==> config.mk <==
export PLATFORM = sky130hd
export DESIGN_NAME = serial_arith_unit
export DESIGN_NICKNAME = d
export VERILOG_FILES = /design/src/rtl/serial_arith_unit.sv
export SDC_FILE = /design/constraint.sdc
export NUM_CORES = 1
export LEC_CHECK = 0
export ABC_AREA = 1
export CAP_MARGIN = 40
export CORE_MARGIN = 10
export CORE_UTILIZATION = 35
export DETAILED_ROUTE_END_ITERATION = 16
export GPL_TIMING_DRIVEN = 1
export MAX_ROUTING_LAYER = met4
export PLACE_DENSITY = 0.65
export SKIP_CTS_REPAIR_TIMING = 1
export SYNTH_ARGS = -nofsm -noshare
export SYNTH_HDL_FRONTEND = slang
export SYNTH_SLANG_ARGS = --single-unit
==> constraint.sdc <==
create_clock -name clk -period 4.4 [get_ports clk]
set_clock_uncertainty 0.05 [all_clocks]
set_input_delay 0.88 -clock clk [delete_from_list [all_inputs] [get_ports clk]]
set_output_delay 0.88 -clock clk [all_outputs]
set_load 0.02 [all_outputs]
==> src/rtl/serial_arith_unit.sv <==
// Bit-serial WIDTH-bit add/subtract unit: operands arrive MSB first under en_i,
// and the (WIDTH+1)-bit result leaves MSB first under en_o.
module serial_arith_unit #(
    parameter int WIDTH = 2
) (
    input  logic clk,
    input  logic rst,
    input  logic en_i,
    input  logic op,
    input  logic ina,
    input  logic inb,
    output logic en_o,
    output logic out,
    output logic busy,
    output logic err
);

    localparam int CW = $clog2(WIDTH + 2);
    localparam logic [CW-1:0] CNT_ONE      = CW'(1);
    localparam logic [CW-1:0] CNT_LAST_IN  = CW'(WIDTH);
    localparam logic [CW-1:0] CNT_SEND_END = CW'(WIDTH + 1);

    typedef enum logic [1:0] {
        IDLE = 2'd0,
        RECV = 2'd1,
        CALC = 2'd2,
        SEND = 2'd3
    } state_t;

    state_t             state_q, state_d;
    logic [CW-1:0]      cnt_q, cnt_d;
    logic [WIDTH-1:0]   a_q, a_d;
    logic [WIDTH-1:0]   b_q, b_d;
    logic               op_q, op_d;
    logic [WIDTH:0]     res_q, res_d;
    logic               en_o_q, en_o_d;
    logic               out_q, out_d;
    logic               busy_q, busy_d;
    logic               err_q, err_d;
    logic [CW-1:0]      cnt_inc;

    // Subtraction wraps modulo 2^(WIDTH+1), so the MSB carries the borrow/sign.
    function automatic logic [WIDTH:0] calc_result(
        input logic             sub,
        input logic [WIDTH-1:0] a,
        input logic [WIDTH-1:0] b
    );
        logic [WIDTH:0] ax;
        logic [WIDTH:0] bx;
        ax = {1'b0, a};
        bx = {1'b0, b};
        calc_result = sub ? (ax - bx) : (ax + bx);
    endfunction

    assign cnt_inc = cnt_q + CNT_ONE;

    always_comb begin
        state_d = state_q;
        cnt_d   = cnt_q;
        a_d     = a_q;
        b_d     = b_q;
        op_d    = op_q;
        res_d   = res_q;
        en_o_d  = 1'b0;
        out_d   = 1'b0;
        err_d   = 1'b0;

        case (state_q)
            IDLE: begin
                if (en_i) begin
                    a_d     = WIDTH'(ina);
                    b_d     = WIDTH'(inb);
                    op_d    = op;
                    cnt_d   = CNT_ONE;
                    state_d = RECV;
                end
            end
            RECV: begin
                if (en_i) begin
                    a_d   = {a_q[WIDTH-2:0], ina};
                    b_d   = {b_q[WIDTH-2:0], inb};
                    cnt_d = cnt_inc;
                    if (cnt_inc == CNT_LAST_IN) begin
                        state_d = CALC;
                    end
                end else begin
                    // Truncated frame: drop the partial operands and flag it.
                    a_d     = '0;
                    b_d     = '0;
                    cnt_d   = '0;
                    err_d   = 1'b1;
                    state_d = IDLE;
                end
            end
            CALC: begin
                res_d   = calc_result(op_q, a_q, b_q);
                cnt_d   = '0;
                state_d = SEND;
            end
            SEND: begin
                if (cnt_q == CNT_SEND_END) begin
                    cnt_d   = '0;
                    state_d = IDLE;
                end else begin
                    en_o_d = 1'b1;
                    out_d  = res_q[WIDTH];
                    res_d  = {res_q[WIDTH-1:0], 1'b0};
                    cnt_d  = cnt_inc;
                end
            end
            default: begin
                state_d = IDLE;
                cnt_d   = '0;
            end
        endcase

        busy_d = (state_d != IDLE);
    end

    always_ff @(posedge clk or posedge rst) begin
        if (rst) begin
            state_q <= IDLE;
            cnt_q   <= '0;
            a_q     <= '0;
            b_q     <= '0;
            op_q    <= 1'b0;
            res_q   <= '0;
            en_o_q  <= 1'b0;
            out_q   <= 1'b0;
            busy_q  <= 1'b0;
            err_q   <= 1'b0;
        end else begin
            state_q <= state_d;
            cnt_q   <= cnt_d;
            a_q     <= a_d;
            b_q     <= b_d;
            op_q    <= op_d;
            res_q   <= res_d;
            en_o_q  <= en_o_d;
            out_q   <= out_d;
            busy_q  <= busy_d;
            err_q   <= err_d;
        end
    end

    assign en_o = en_o_q;
    assign out  = out_q;
    assign busy = busy_q;
    assign err  = err_q;

endmodule

* After elaboration in Yosys (flattened, before gate mapping)
Cells that the tools add are included.
Operators by class: add/sub/neg operators 3, equal/unequal tests 7, multiplexer cells 24, reduce and logical (&&, ||, !) cells 7
Operator list (count):
- $mux 2 | 11
- $pmux 2 s4 | 2
- $eq 2x2->1 const B | 4
- $pmux 2 s2 | 2
- $mux 1 | 6
- $mux 3 | 2
- $pmux 3 s2 | 1
- $reduce_and 2->1 | 3
- $reduce_bool 2->1 | 3
- $ne 2x2->1 const B | 2
- $add 2x2->3 | 1
- $sub 2x2->3 | 1
- $add 2x1->2 const B | 1
- $eq 2x1->1 const B | 1
- $logic_not 2->1 | 1
Word-level totals: bits in registers 16, input port bits 6, output and inout port bits 4, logic and storage cells 51

* Depth between registers and ports, before layout
Gate-level depths: netlist of run 1.
depth in word-level cells 6, mapped depth 8, gate-level depth less buffers 8

* Worst setup path after synthesis of run 1
Ideal clock, no wire load.
path type register to register, start point reg b_q[0], end point reg res_q[1], library setup time 126 ps, arrival time 1542 ps, required time 4224 ps, setup slack 2682 ps, stages on the path, launching flop included 9, path buffers 0, period minus slack after synthesis 1718 ps, path through dfrtp_1 -> inv_1 -> ha_1 -> o21ai_0 -> fa_1 -> nand2_1 -> o21ai_0 -> nand2_1 -> o21ai_0
Between the ends: word-level cells in the longest chain between the ends 3, elaborated cells between the ends (all ways) 4, those cells by class add/sub (2); mux (2)
Ends and longest elaborated chain:
- start, declared | RTL line 33 | logic [WIDTH-1:0] b_q, b_d;
- start signal, assigned | RTL line 125 | b_q <= '0;
- start signal, assigned | RTL line 136 | b_q <= b_d;
- $add 2x2->3 or $sub 2x2->3 (tied branches) | RTL line 52 | calc_result = sub ? (ax - bx) : (ax + bx);
- $mux 3 (*) | RTL line 52
- $pmux 3 s2 (*) | RTL line 68 | case (state_q)
- end signal, assigned | RTL line 138 | res_q <= res_d;
- end, declared | RTL line 35 | logic [WIDTH:0] res_q, res_d;
Mark *: on every way between the ends. The rest lies on a longest branch, timed or not. A chain may end at the register's enable or synchronous reset.

* Worst setup path in the final report of run 1
start point reg busy_q, in the netlist busy, end point out busy
RTL lines:
- start, declared | RTL line 38 | logic busy_q, busy_d;
- start signal, assigned | RTL line 141 | busy_q <= busy_d;
- end, declared | RTL line 14 | output logic busy,
No word-level cell between the ends.

==> insert_results.sql, run 1 <==
INSERT INTO impl_metrics (metric_group, metric, value, unit) VALUES
('status', 'status', 'complete, no violations', ''),
('critical_path', 'timing.reg2reg.setup_slack', '2540', 'ps'),
('final_layout', 'final_net_count', '123', ''),
('final_layout', 'syn2layout_area_growth', '18.5', '%'),
('final_layout', 'antenna_cells', '0', ''),
('synthesis', 'syn_area_per_cell', '8.17', 'um2'),
('synthesis', 'synth_top_family_by_area', 'simple AND/OR/NAND/NOR gates', ''),
('synthesis', 'synth.ff_latch_count', '16', ''),
('timing', 'grt_setup_unrepaired', 'no', ''),
('timing', 'final-setup-viol-count', '0', ''),
('clocking', 'clkTransAtPathRegs', '90', 'ps'),
('final_layout', 'sequential_cell_area', '400', 'um2'),
('critical_path', 'worst_r2r_startpoint', 'b_q[0]$_DFFE_PP0P_', ''),
('power', 'p_total', '0.000682', 'W'),
('clocking', 'cts_tree', 'yes', ''),
('critical_path', 'worstRegToRegCells', '8', ''),
('timing', 'setup_slack', '2240', 'ps'),
('synthesis', 'post_synth_and_or_nand_nor_area_fraction', '21.4', '%'),
('floorplanning', 'floorplan.initialDensity', '36.9', '%'),
('routing', 'routed_wirelength', '1500', 'um'),
('power', 'p_sw', '0.000290', 'W'),
('synthesis', 'net_count_after_synthesis', '111', ''),
('routing', 'dr_total_vias', '654', ''),
('critical_path', 'crit_family', 'buffers and inverters', ''),
('clocking', 'cts-buffers-inserted', '3', ''),
('power', 'p_per_area', '705', 'nW/um2'),
('floorplanning', 'die_area', '4670', 'um2'),
('critical_path', 'regToRegEndpoint', 'res_q[1]$_DFFE_PP0P_', ''),
('power', 'power.share.combinational', '47.9', '%'),
('critical_path', 'critPathSlowestCell', 'sky130_fd_sc_hd__clkdlybuf4s50_1', ''),
('worst_hold_path', 'hold_end', 'res_q[2]$_DFFE_PP0P_', ''),
('critical_path', 'category_of_the_worst_setup_path_launch_point', 'flip-flop', ''),
('synthesis', 'yosysWarningCount', '0', ''),
('power', 'power.leakage', '0.490', 'nW'),
('floorplanning', 'top_level_ports', '10', ''),
('final_layout', 'final.fill_count', '233', ''),
('timing', 'slew_headroom', '59.1', '%'),
('worst_hold_path', 'timing.hold.worst_path_depth', '2', ''),
('synthesis', 'post_synth_xor_area_fraction', '0', '%'),
('floorplanning', 'placeableCoreArea', '2210', 'um2'),
('synthesis', 'synth_compound_area_share', '10.6', '%'),
('final_layout', 'post_route_cells_drive_above_1_share', '5.41', '%'),
('routing', 'drt_first_pass_iters', '4', ''),
('critical_path', 'critPathCaptureType', 'primary output', ''),
('grt', 'gr-usage-all-layers', '7.96', '%'),
('clocking', 'insertion_delay', '280', 'ps'),
('clocking', 'cts_htree_levels', '1', ''),
('critical_path', 'criticalPathCategory', 'flip-flop to primary output', ''),
('routing', 'post-route-drc-count', '0', ''),
('synthesis', 'synth_largest_type_area_fraction', '49.0', '%'),
('critical_path', 'cell_by_cell_trace_of_the_critical_path', 'clkdlybuf4s50_1', ''),
('power', 'seq_power_share', '37.9', '%'),
('clocking', 'total_clock_sinks', '16', ''),
('grt', 'grt.met3_usage', '2.12', '%'),
('critical_path', 'crit_path_max_fanout', '1', ''),
('timing', 'slew_violations', '0', ''),
('grt', 'grt_first_pass_wirelength', '2760', 'um'),
('grt', 'gr-total-overflow', '0', ''),
('grt', 'global_route_track_usage_on_met2', '12.1', '%'),
('synthesis', 'post_synth_fa_ha_maj_area_fraction', '8.58', '%'),
('timing', 'totalNegativeSetupSlack', '0', 'ps'),
('synthesis', 'synth_cells', '100', ''),
('timing', 'report.final.hold_viol_count', '0', ''),
('floorplanning', 'fp-row-count', '17', ''),
('synthesis', 'synth.largest_area_cell', 'sky130_fd_sc_hd__dfrtp_1', ''),
('routing', 'drtIter0Drc', '7', ''),
('placement', 'post-dp-hpwl', '1200', 'um'),
('synthesis', 'synth.mux.area_fraction', '0', '%'),
('synthesis', 'netlist_top_cells_area', 'sky130_fd_sc_hd__dfrtp_1 (49%), sky130_fd_sc_hd__nand2_1 (10%), sky130_fd_sc_hd__inv_1 (8.7%)', ''),
('routing', 'routed_wire_length_per_instance', '10.8', 'um'),
('critical_path', 'cp_data_required_time', '3470', 'ps');
## flip-flops by register name, indices dropped and copies added (netlist names)
name	flops
res_q	3
a_q	2
b_q	2
cnt_q	2
state_q	2
busy	1
en_o	1
err	1
op_q	1
out	1
## layout make-up
type | instances | area share [%]
sequential | 16 | 41.3
inverter | 20 | 7.75
clock buffer | 4 | 3.75
multi-input combinational | 62 | 34.2
timing repair buffer | 9 | 9.30
tap | 28 | 3.62
## per-stage QoR
step	instances	utilization [%]
after detailed placement	135	42.1
after global routing	139	43.8
after CTS	139	43.8
after floorplan	100	-
after global placement	135	42.1
final	139	43.8
## per-layer routing
metal | wire, um | share of wire, %
met1 | 706 | 47
met2 | 734 | 49
met3 | 50 | 3.3
met4 | 10 | 0.67
met5 | 0 | 0
## how the worst max path moves through the flow
stage	depth (start not counted)	startpoint	to	slack, ps
3_5_place_dp	6	en_i	cnt_q[0]$_DFFE_PP0P_	2270
6_report	1	busy$_DFF_PP0_	busy	2240
5_1_grt	1	busy$_DFF_PP0_	busy	2170
2_1_floorplan	8	b_q[0]$_DFFE_PP0P_	res_q[1]$_DFFE_PP0P_	2680
4_1_cts	1	busy$_DFF_PP0_	busy	2230
3_3_place_gp	6	en_i	cnt_q[0]$_DFFE_PP0P_	2300
## Yosys cell counts (all sizes together)
cell type and count:
a21oi 2, buf 1, clkbuf 1, dfrtp 16
fa 1, ha 4, inv 20, nand2 22
nand3 9, nor2 11, o21ai 9, o21bai 1
o22ai 2, or2 1
## logic make-up after synthesis
| logic type | Yosys count |
|---|---|
| AOI/OAI and AO/OA | 14 |
| adders and majority gates | 5 |
| buffers and inverters | 22 |
| DFF | 16 |
| and+or+nand+nor | 43 |
## layout by cell type, fill, tap and decap left out, drive strengths merged
master and count:
a21oi 2, clkbuf 4, clkdlybuf4s50 9, dfrtp 16, fa 1, ha 4, inv 20, nand2 22
nand3 9, nor2 11, o21ai 9, o21bai 1, o22ai 2, or2 1
## power groups by stage
| stage | clock [W] | combinational (W) | sequential, W |
|---|---|---|---|
| 2_1_floorplan | 0 | 0.000243 | 0.000260 |
| 3_3_place_gp | 0 | 0.000326 | 0.000260 |
| 3_5_place_dp | 0 | 0.000334 | 0.000262 |
| 4_1_cts | 0.0000993 | 0.000335 | 0.000259 |
| 5_1_grt | 0.000107 | 0.000394 | 0.000269 |
| 6_report | 0.0000972 | 0.000327 | 0.000258 |
Power figures use the tool's default switching activity.
==> inputs of run 2 (changes only) <==
--- a/config.mk
+++ b/config.mk
@@ -12,7 +12,7 @@
 export DETAILED_ROUTE_END_ITERATION = 16
 export GPL_TIMING_DRIVEN = 1
 export MAX_ROUTING_LAYER = met4
-export PLACE_DENSITY = 0.65
+export PLACE_DENSITY = 0.67
 export SKIP_CTS_REPAIR_TIMING = 1
 export SYNTH_ARGS = -nofsm -noshare
 export SYNTH_HDL_FRONTEND = slang
==> constraint.sdc (replaced) <==
create_clock -name clk -period 1.9 [get_ports clk]
set_clock_uncertainty 0.05 [all_clocks]
set_input_delay 0.38 -clock clk [delete_from_list [all_inputs] [get_ports clk]]
set_output_delay 0.38 -clock clk [all_outputs]
set_load 0.02 [all_outputs]
==> insert_results.sql, run 2 (synthesis gave the netlist of run 1 again) <==
INSERT INTO impl_metrics (metric_group, metric, value, unit) VALUES
('status', 'status', 'complete, no violations', ''),
('floorplanning', 'die_area', '4670', 'um2'),
('routing', 'routed_wirelength', '1570', 'um'),
('run', 'max_cap_violations', '0', ''),
('clocking', 'cts_htree_levels', '1', ''),
('timing', 'final-setup-viol-count', '0', ''),
('grt', 'grt_pass1_vias', '664', ''),
('power', 'irDropWorstVdd', '712', 'uV'),
('power', 'p_total', '0.00160', 'W'),
('timing', 'post-route-min-period', '1730', 'ps'),
('critical_path', 'critPathCaptureType', 'flip-flop', ''),
('timing', 'period_share', '91.2', '%'),
('final_layout', 'antenna_cells', '0', ''),
('grt', 'gr-total-overflow', '0', ''),
('clocking', 'total_clock_sinks', '16', ''),
('routing', 'route.detailed.vias_per_inst', '4.71', ''),
('clocking', 'cts_tree', 'yes', ''),
('critical_path', 'crit_path_max_fanout', '3', ''),
('critical_path', 'timing.reg2reg.setup_slack', '170', 'ps'),
('power', 'power.leakage', '0.496', 'nW'),
('placement', 'dp_cells', '136', ''),
('routing', 'dr_total_vias', '659', ''),
('final_layout', 'final_net_count', '124', ''),
('clocking', 'insertion_delay', '290', 'ps'),
('final_layout', 'finalNonFillerCells', '140', ''),
('floorplanning', 'fp-row-count', '17', ''),
('worst_hold_path', 'min_path_type', 'input pin to asynchronous set/reset pin', ''),
('final_layout', 'layout_commonest_cell', 'sky130_fd_sc_hd__nand2_1', ''),
('critical_path', 'critical_path_arrival', '1850', 'ps'),
('timing', 'max_freq', '0.577', 'GHz'),
('floorplanning', 'floorplan.initialDensity', '36.9', '%'),
('routing', 'post-route-drc-count', '0', ''),
('timing', 'holdWs', '406', 'ps'),
('critical_path', 'category_of_the_worst_setup_path_launch_point', 'flip-flop', ''),
('clocking', 'clock_tree_buffer_depth', '2', ''),
('clocking', 'clkTransAtPathRegs', '100', 'ps'),
('placement', 'finalWeightedCongestion', '0.812', ''),
('final_layout', 'most-common-layout-cells', 'sky130_fd_sc_hd__nand2_1 (22), sky130_fd_sc_hd__inv_1 (19), sky130_fd_sc_hd__dfrtp_1 (16), sky130_fd_sc_hd__nor2_1 (11)', ''),
('routing', 'drt_first_pass_iters', '4', ''),
('clocking', 'cts-buffers-inserted', '3', ''),
('timing', 'grt_setup_unrepaired', 'no', ''),
('grt', 'antenna_found_initial', '0', ''),
('grt', 'gr-usage-all-layers', '8.27', '%'),
('timing', 'report.final.hold_viol_count', '0', ''),
('final_layout', 'syn2layout_area_growth', '19.9', '%'),
('floorplanning', 'top_level_ports', '10', ''),
('timing', 'totalNegativeSetupSlack', '0', 'ps'),
('floorplanning', 'die_h', '68.3', 'um'),
('critical_path', 'cp_data_required_time', '2020', 'ps'),
('floorplanning', 'placeableCoreArea', '2210', 'um2'),
('final_layout', 'post_route_cells_drive_above_1_share', '7.14', '%'),
('grt', 'pin_count_of_the_biggest_net_entering_global_routing', '17', ''),
('final_layout', 'largest_register', 'res_q', ''),
('routing', 'postRouteAntennaNets', '0', ''),
('critical_path', 'criticalPathCategory', 'flip-flop to flip-flop', ''),
('routing', 'drtIter0Drc', '15', ''),
('floorplanning', 'fp.dieW', '68.3', 'um'),
('placement', 'post-dp-hpwl', '1230', 'um'),
('clocking', 'root_buffer', 'sky130_fd_sc_hd__clkbuf_4', ''),
('grt', 'grt_first_pass_wirelength', '2970', 'um'),
('routing', 'routed_wire_length_per_instance', '11.2', 'um'),
('final_layout', 'flip_flop_count_of_the_largest_register_all_copies_and_words_added', '3', ''),
('placement', 'port-buffer-count', '9', ''),
('timing', 'slew_violations', '0', ''),
('timing', 'slew_at_the_pin_with_the_worst_max_slew_slack', '622', 'ps'),
('power', 'p_per_area', '1640', 'nW/um2'),
('final_layout', 'layout.core_utilization', '44.3', '%'),
('timing', 'slew_headroom', '58.5', '%');
==> run 2: layer usage <==
layer / share of wire (%) / routed length, um / track usage [%] / vias to the layer above
li1: - / - / - / 332
met1: 45 / 714 / 10.0 / 312
met2: 50 / 779 / 13.0 / 11
met3: 3.2 / 50 / 1.96 / 4
met4: 1.7 / 26 / 3.02 / 0
met5: 0 / 0 / - / -
==> run 2: through the flow <==
| step | area [um2] | worst slack, ps |
|---|---|---|
| 3_3_place_gp | 940 | 130 |
| 6_report | 980 | 167 |
| 3_5_place_dp | 940 | 68.3 |
| 5_1_grt | 980 | 17.2 |
| 2_1_floorplan | 817 | 182 |
| 4_1_cts | 976 | 49.1 |
==> run 2: path summary, 6_finish.rpt <==
path	startpoint	endpoint	depth (start not counted)
worst min register to register	res_q[2]$_DFFE_PP0P_	res_q[2]$_DFFE_PP0P_	2
worst max-delay path	b_q[0]$_DFFE_PP0P_	res_q[1]$_DFFE_PP0P_	8
worst min-delay path	rst	b_q[0]$_DFFE_PP0P_	2
min in group clk	res_q[2]$_DFFE_PP0P_	res_q[2]$_DFFE_PP0P_	2
max in group asynchronous	rst	state_q[1]$_DFF_PP0_	2
worst max register to register	b_q[0]$_DFFE_PP0P_	res_q[1]$_DFFE_PP0P_	8
==> run 2: critical path: stages (launching register included) <==
cell                      delay, ps
sky130_fd_sc_hd__dfrtp_1        390
sky130_fd_sc_hd__inv_1          100
sky130_fd_sc_hd__ha_1           250
sky130_fd_sc_hd__o21ai_2        140
sky130_fd_sc_hd__fa_1           420
sky130_fd_sc_hd__nand2_1         70
sky130_fd_sc_hd__o21ai_0         70
sky130_fd_sc_hd__nand2_1         50
sky130_fd_sc_hd__o21ai_0         70
==> run 2: final cells by class <==
type / instances / area [um2]
tap: 28 / 35.0
timing repair buffer: 10 / 97.6
clock buffer: 4 / 36.3
sequential: 16 / 400
multi-input combinational: 62 / 335
fill: 221 / 1230
inverter: 20 / 75.1
==> run 2: power breakdown <==
part	total (W)	switching, W	leakage (nW)	internal, W
registers	0.000598	0.000112	0.202	0.000485
clock network	0.000225	0.000109	0.0210	0.000117
logic	0.000779	0.000465	0.273	0.000314
==> inputs of run 3 (changes only) <==
--- a/config.mk
+++ b/config.mk
@@ -13,6 +13,7 @@
 export GPL_TIMING_DRIVEN = 1
 export MAX_ROUTING_LAYER = met4
 export PLACE_DENSITY = 0.67
+export SETUP_SLACK_MARGIN = 0.3
 export SKIP_CTS_REPAIR_TIMING = 1
 export SYNTH_ARGS = -nofsm -noshare
 export SYNTH_HDL_FRONTEND = slang
==> insert_results.sql, run 3 (synthesis gave the netlist of run 1 again) <==
INSERT INTO impl_metrics (metric_group, metric, value, unit) VALUES
('power', 'irDropWorstVdd', '804', 'uV'),
('run', 'max_cap_violations', '0', ''),
('floorplanning', 'fp.dieW', '68.3', 'um'),
('grt', 'pin_count_of_the_biggest_net_entering_global_routing', '17', ''),
('clocking', 'insertion_delay', '290', 'ps'),
('clocking', 'root_buffer', 'sky130_fd_sc_hd__clkbuf_4', ''),
('clocking', 'clock_tree_buffer_depth', '2', ''),
('grt', 'grt_first_pass_wirelength', '2930', 'um'),
('routing', 'post-route-drc-count', '0', ''),
('critical_path', 'criticalPathCategory', 'flip-flop to flip-flop', ''),
('placement', 'port-buffer-count', '9', ''),
('clocking', 'total_clock_sinks', '16', ''),
('worst_hold_path', 'min_path_type', 'input pin to asynchronous set/reset pin', ''),
('timing', 'grt_setup_unrepaired', 'yes', ''),
('routing', 'postRouteAntennaNets', '0', ''),
('status', 'status', 'complete, no violations', ''),
('grt', 'antenna_found_initial', '0', ''),
('clocking', 'cts_htree_levels', '1', ''),
('grt', 'gr-usage-all-layers', '8.36', '%'),
('routing', 'dr_total_vias', '641', ''),
('timing', 'report.final.hold_viol_count', '0', ''),
('clocking', 'cts_tree', 'yes', ''),
('timing', 'post-route-min-period', '1680', 'ps'),
('timing', 'slew_headroom', '59.8', '%'),
('critical_path', 'category_of_the_worst_setup_path_launch_point', 'flip-flop', ''),
('timing', 'slew_at_the_pin_with_the_worst_max_slew_slack', '602', 'ps'),
('critical_path', 'crit_path_max_fanout', '3', ''),
('placement', 'post-dp-hpwl', '1240', 'um'),
('final_layout', 'antenna_cells', '0', ''),
('final_layout', 'layout.core_utilization', '45.6', '%'),
('timing', 'setup_slack', '220', 'ps'),
('grt', 'grt_pass1_vias', '680', ''),
('routing', 'drt_first_pass_iters', '4', ''),
('final_layout', 'most-common-layout-cells', 'sky130_fd_sc_hd__nand2_1 (22), sky130_fd_sc_hd__inv_1 (17), sky130_fd_sc_hd__dfrtp_1 (16), sky130_fd_sc_hd__nor2_1 (11), sky130_fd_sc_hd__nand3_1 (9)', ''),
('floorplanning', 'placeableCoreArea', '2210', 'um2'),
('power', 'p_per_area', '1670', 'nW/um2'),
('final_layout', 'syn2layout_area_growth', '23.6', '%'),
('floorplanning', 'top_level_ports', '10', ''),
('timing', 'period_share', '88.4', '%'),
('timing', 'totalNegativeSetupSlack', '0', 'ps'),
('routing', 'routed_wire_length_per_instance', '11.9', 'um'),
('clocking', 'cts-buffers-inserted', '3', ''),
('timing', 'final-setup-viol-count', '0', ''),
('floorplanning', 'fp-row-count', '17', ''),
('routing', 'drtIter0Drc', '11', ''),
('grt', 'gr-total-overflow', '0', ''),
('clocking', 'clkTransAtPathRegs', '100', 'ps'),
('final_layout', 'flip_flop_count_of_the_largest_register_all_copies_and_words_added', '3', ''),
('floorplanning', 'floorplan.initialDensity', '36.9', '%'),
('final_layout', 'post_route_cells_drive_above_1_share', '9.82', '%'),
('placement', 'place_worst_setup_slack', '217', 'ps'),
('power', 'power.leakage', '0.546', 'nW'),
('critical_path', 'critical_path_arrival', '1810', 'ps'),
('placement', 'finalWeightedCongestion', '0.816', ''),
('floorplanning', 'die_area', '4670', 'um2'),
('critical_path', 'critPathCaptureType', 'flip-flop', ''),
('routing', 'routed_wirelength', '1670', 'um'),
('timing', 'max_freq', '0.595', 'GHz'),
('critical_path', 'cp_data_required_time', '2030', 'ps'),
('routing', 'route.detailed.vias_per_inst', '4.58', ''),
('timing', 'slew_violations', '0', ''),
('final_layout', 'largest_register', 'res_q', ''),
('final_layout', 'layout_commonest_cell', 'sky130_fd_sc_hd__nand2_1', ''),
('final_layout', 'final_net_count', '124', ''),
('floorplanning', 'die_h', '68.3', 'um');
run 3: final cells by class:
class	instances	area (um2)
clock buffers	4	36.3
fillers	226	1200
inverters	20	75.1
multi-input cells	62	355
flip-flops and latches	16	400
well taps	28	35.0
repair buffers	10	108
run 3: critical path, cell delays in order, from the launching register on:
cell and delay (ps):
sky130_fd_sc_hd__dfrtp_1 410, sky130_fd_sc_hd__inv_2 90, sky130_fd_sc_hd__ha_4 200, sky130_fd_sc_hd__o21ai_4 130
sky130_fd_sc_hd__fa_1 440, sky130_fd_sc_hd__nand2_1 80, sky130_fd_sc_hd__o21ai_1 60, sky130_fd_sc_hd__nand2_1 50
sky130_fd_sc_hd__o21ai_1 60
run 3: where the power goes:
group	internal, W	total (W)	switching (W)
registers	0.000485	0.000609	0.000124
clock network	0.000117	0.000227	0.000111
logic	0.000352	0.000850	0.000497
run 3: final timing paths:
kind | from | endpoint | slack, ps | depth (start not counted)
setup / recovery | b_q[0]$_DFFE_PP0P_ | res_q[1]$_DFFE_PP0P_ | 220 | 8
hold / removal | rst | cnt_q[0]$_DFFE_PP0P_ | 390 | 2
setup reg to reg | b_q[0]$_DFFE_PP0P_ | res_q[1]$_DFFE_PP0P_ | 220 | 8
hold reg to reg | res_q[2]$_DFFE_PP0P_ | res_q[2]$_DFFE_PP0P_ | 450 | 2
max in group asynchronous | rst | cnt_q[1]$_DFFE_PP0P_ | 1010 | 2
min in group clk | res_q[2]$_DFFE_PP0P_ | res_q[2]$_DFFE_PP0P_ | 450 | 2
run 3: per-layer routing:
| layer | global-route usage [%] | vias to the layer above | part of all wire [%] |
|---|---|---|---|
| met4 | 4.52 | 0 | 2.0 |
| met3 | 1.47 | 5 | 1.7 |
| met5 | - | - | 0 |
| met1 | 8.79 | 299 | 46 |
| li1 | - | 331 | - |
| met2 | 14.5 | 6 | 50 |
run 3: metrics by stage:
step	cells	total power, W	cell area [um2]	hold WS, ps
floorplan	100	0.00121	833	244
global placement	136	0.00139	956	419
detailed placement	136	0.00143	956	424
CTS	140	0.00166	992	421
global route	140	0.00188	1010	465
finish	140	0.00169	1010	394
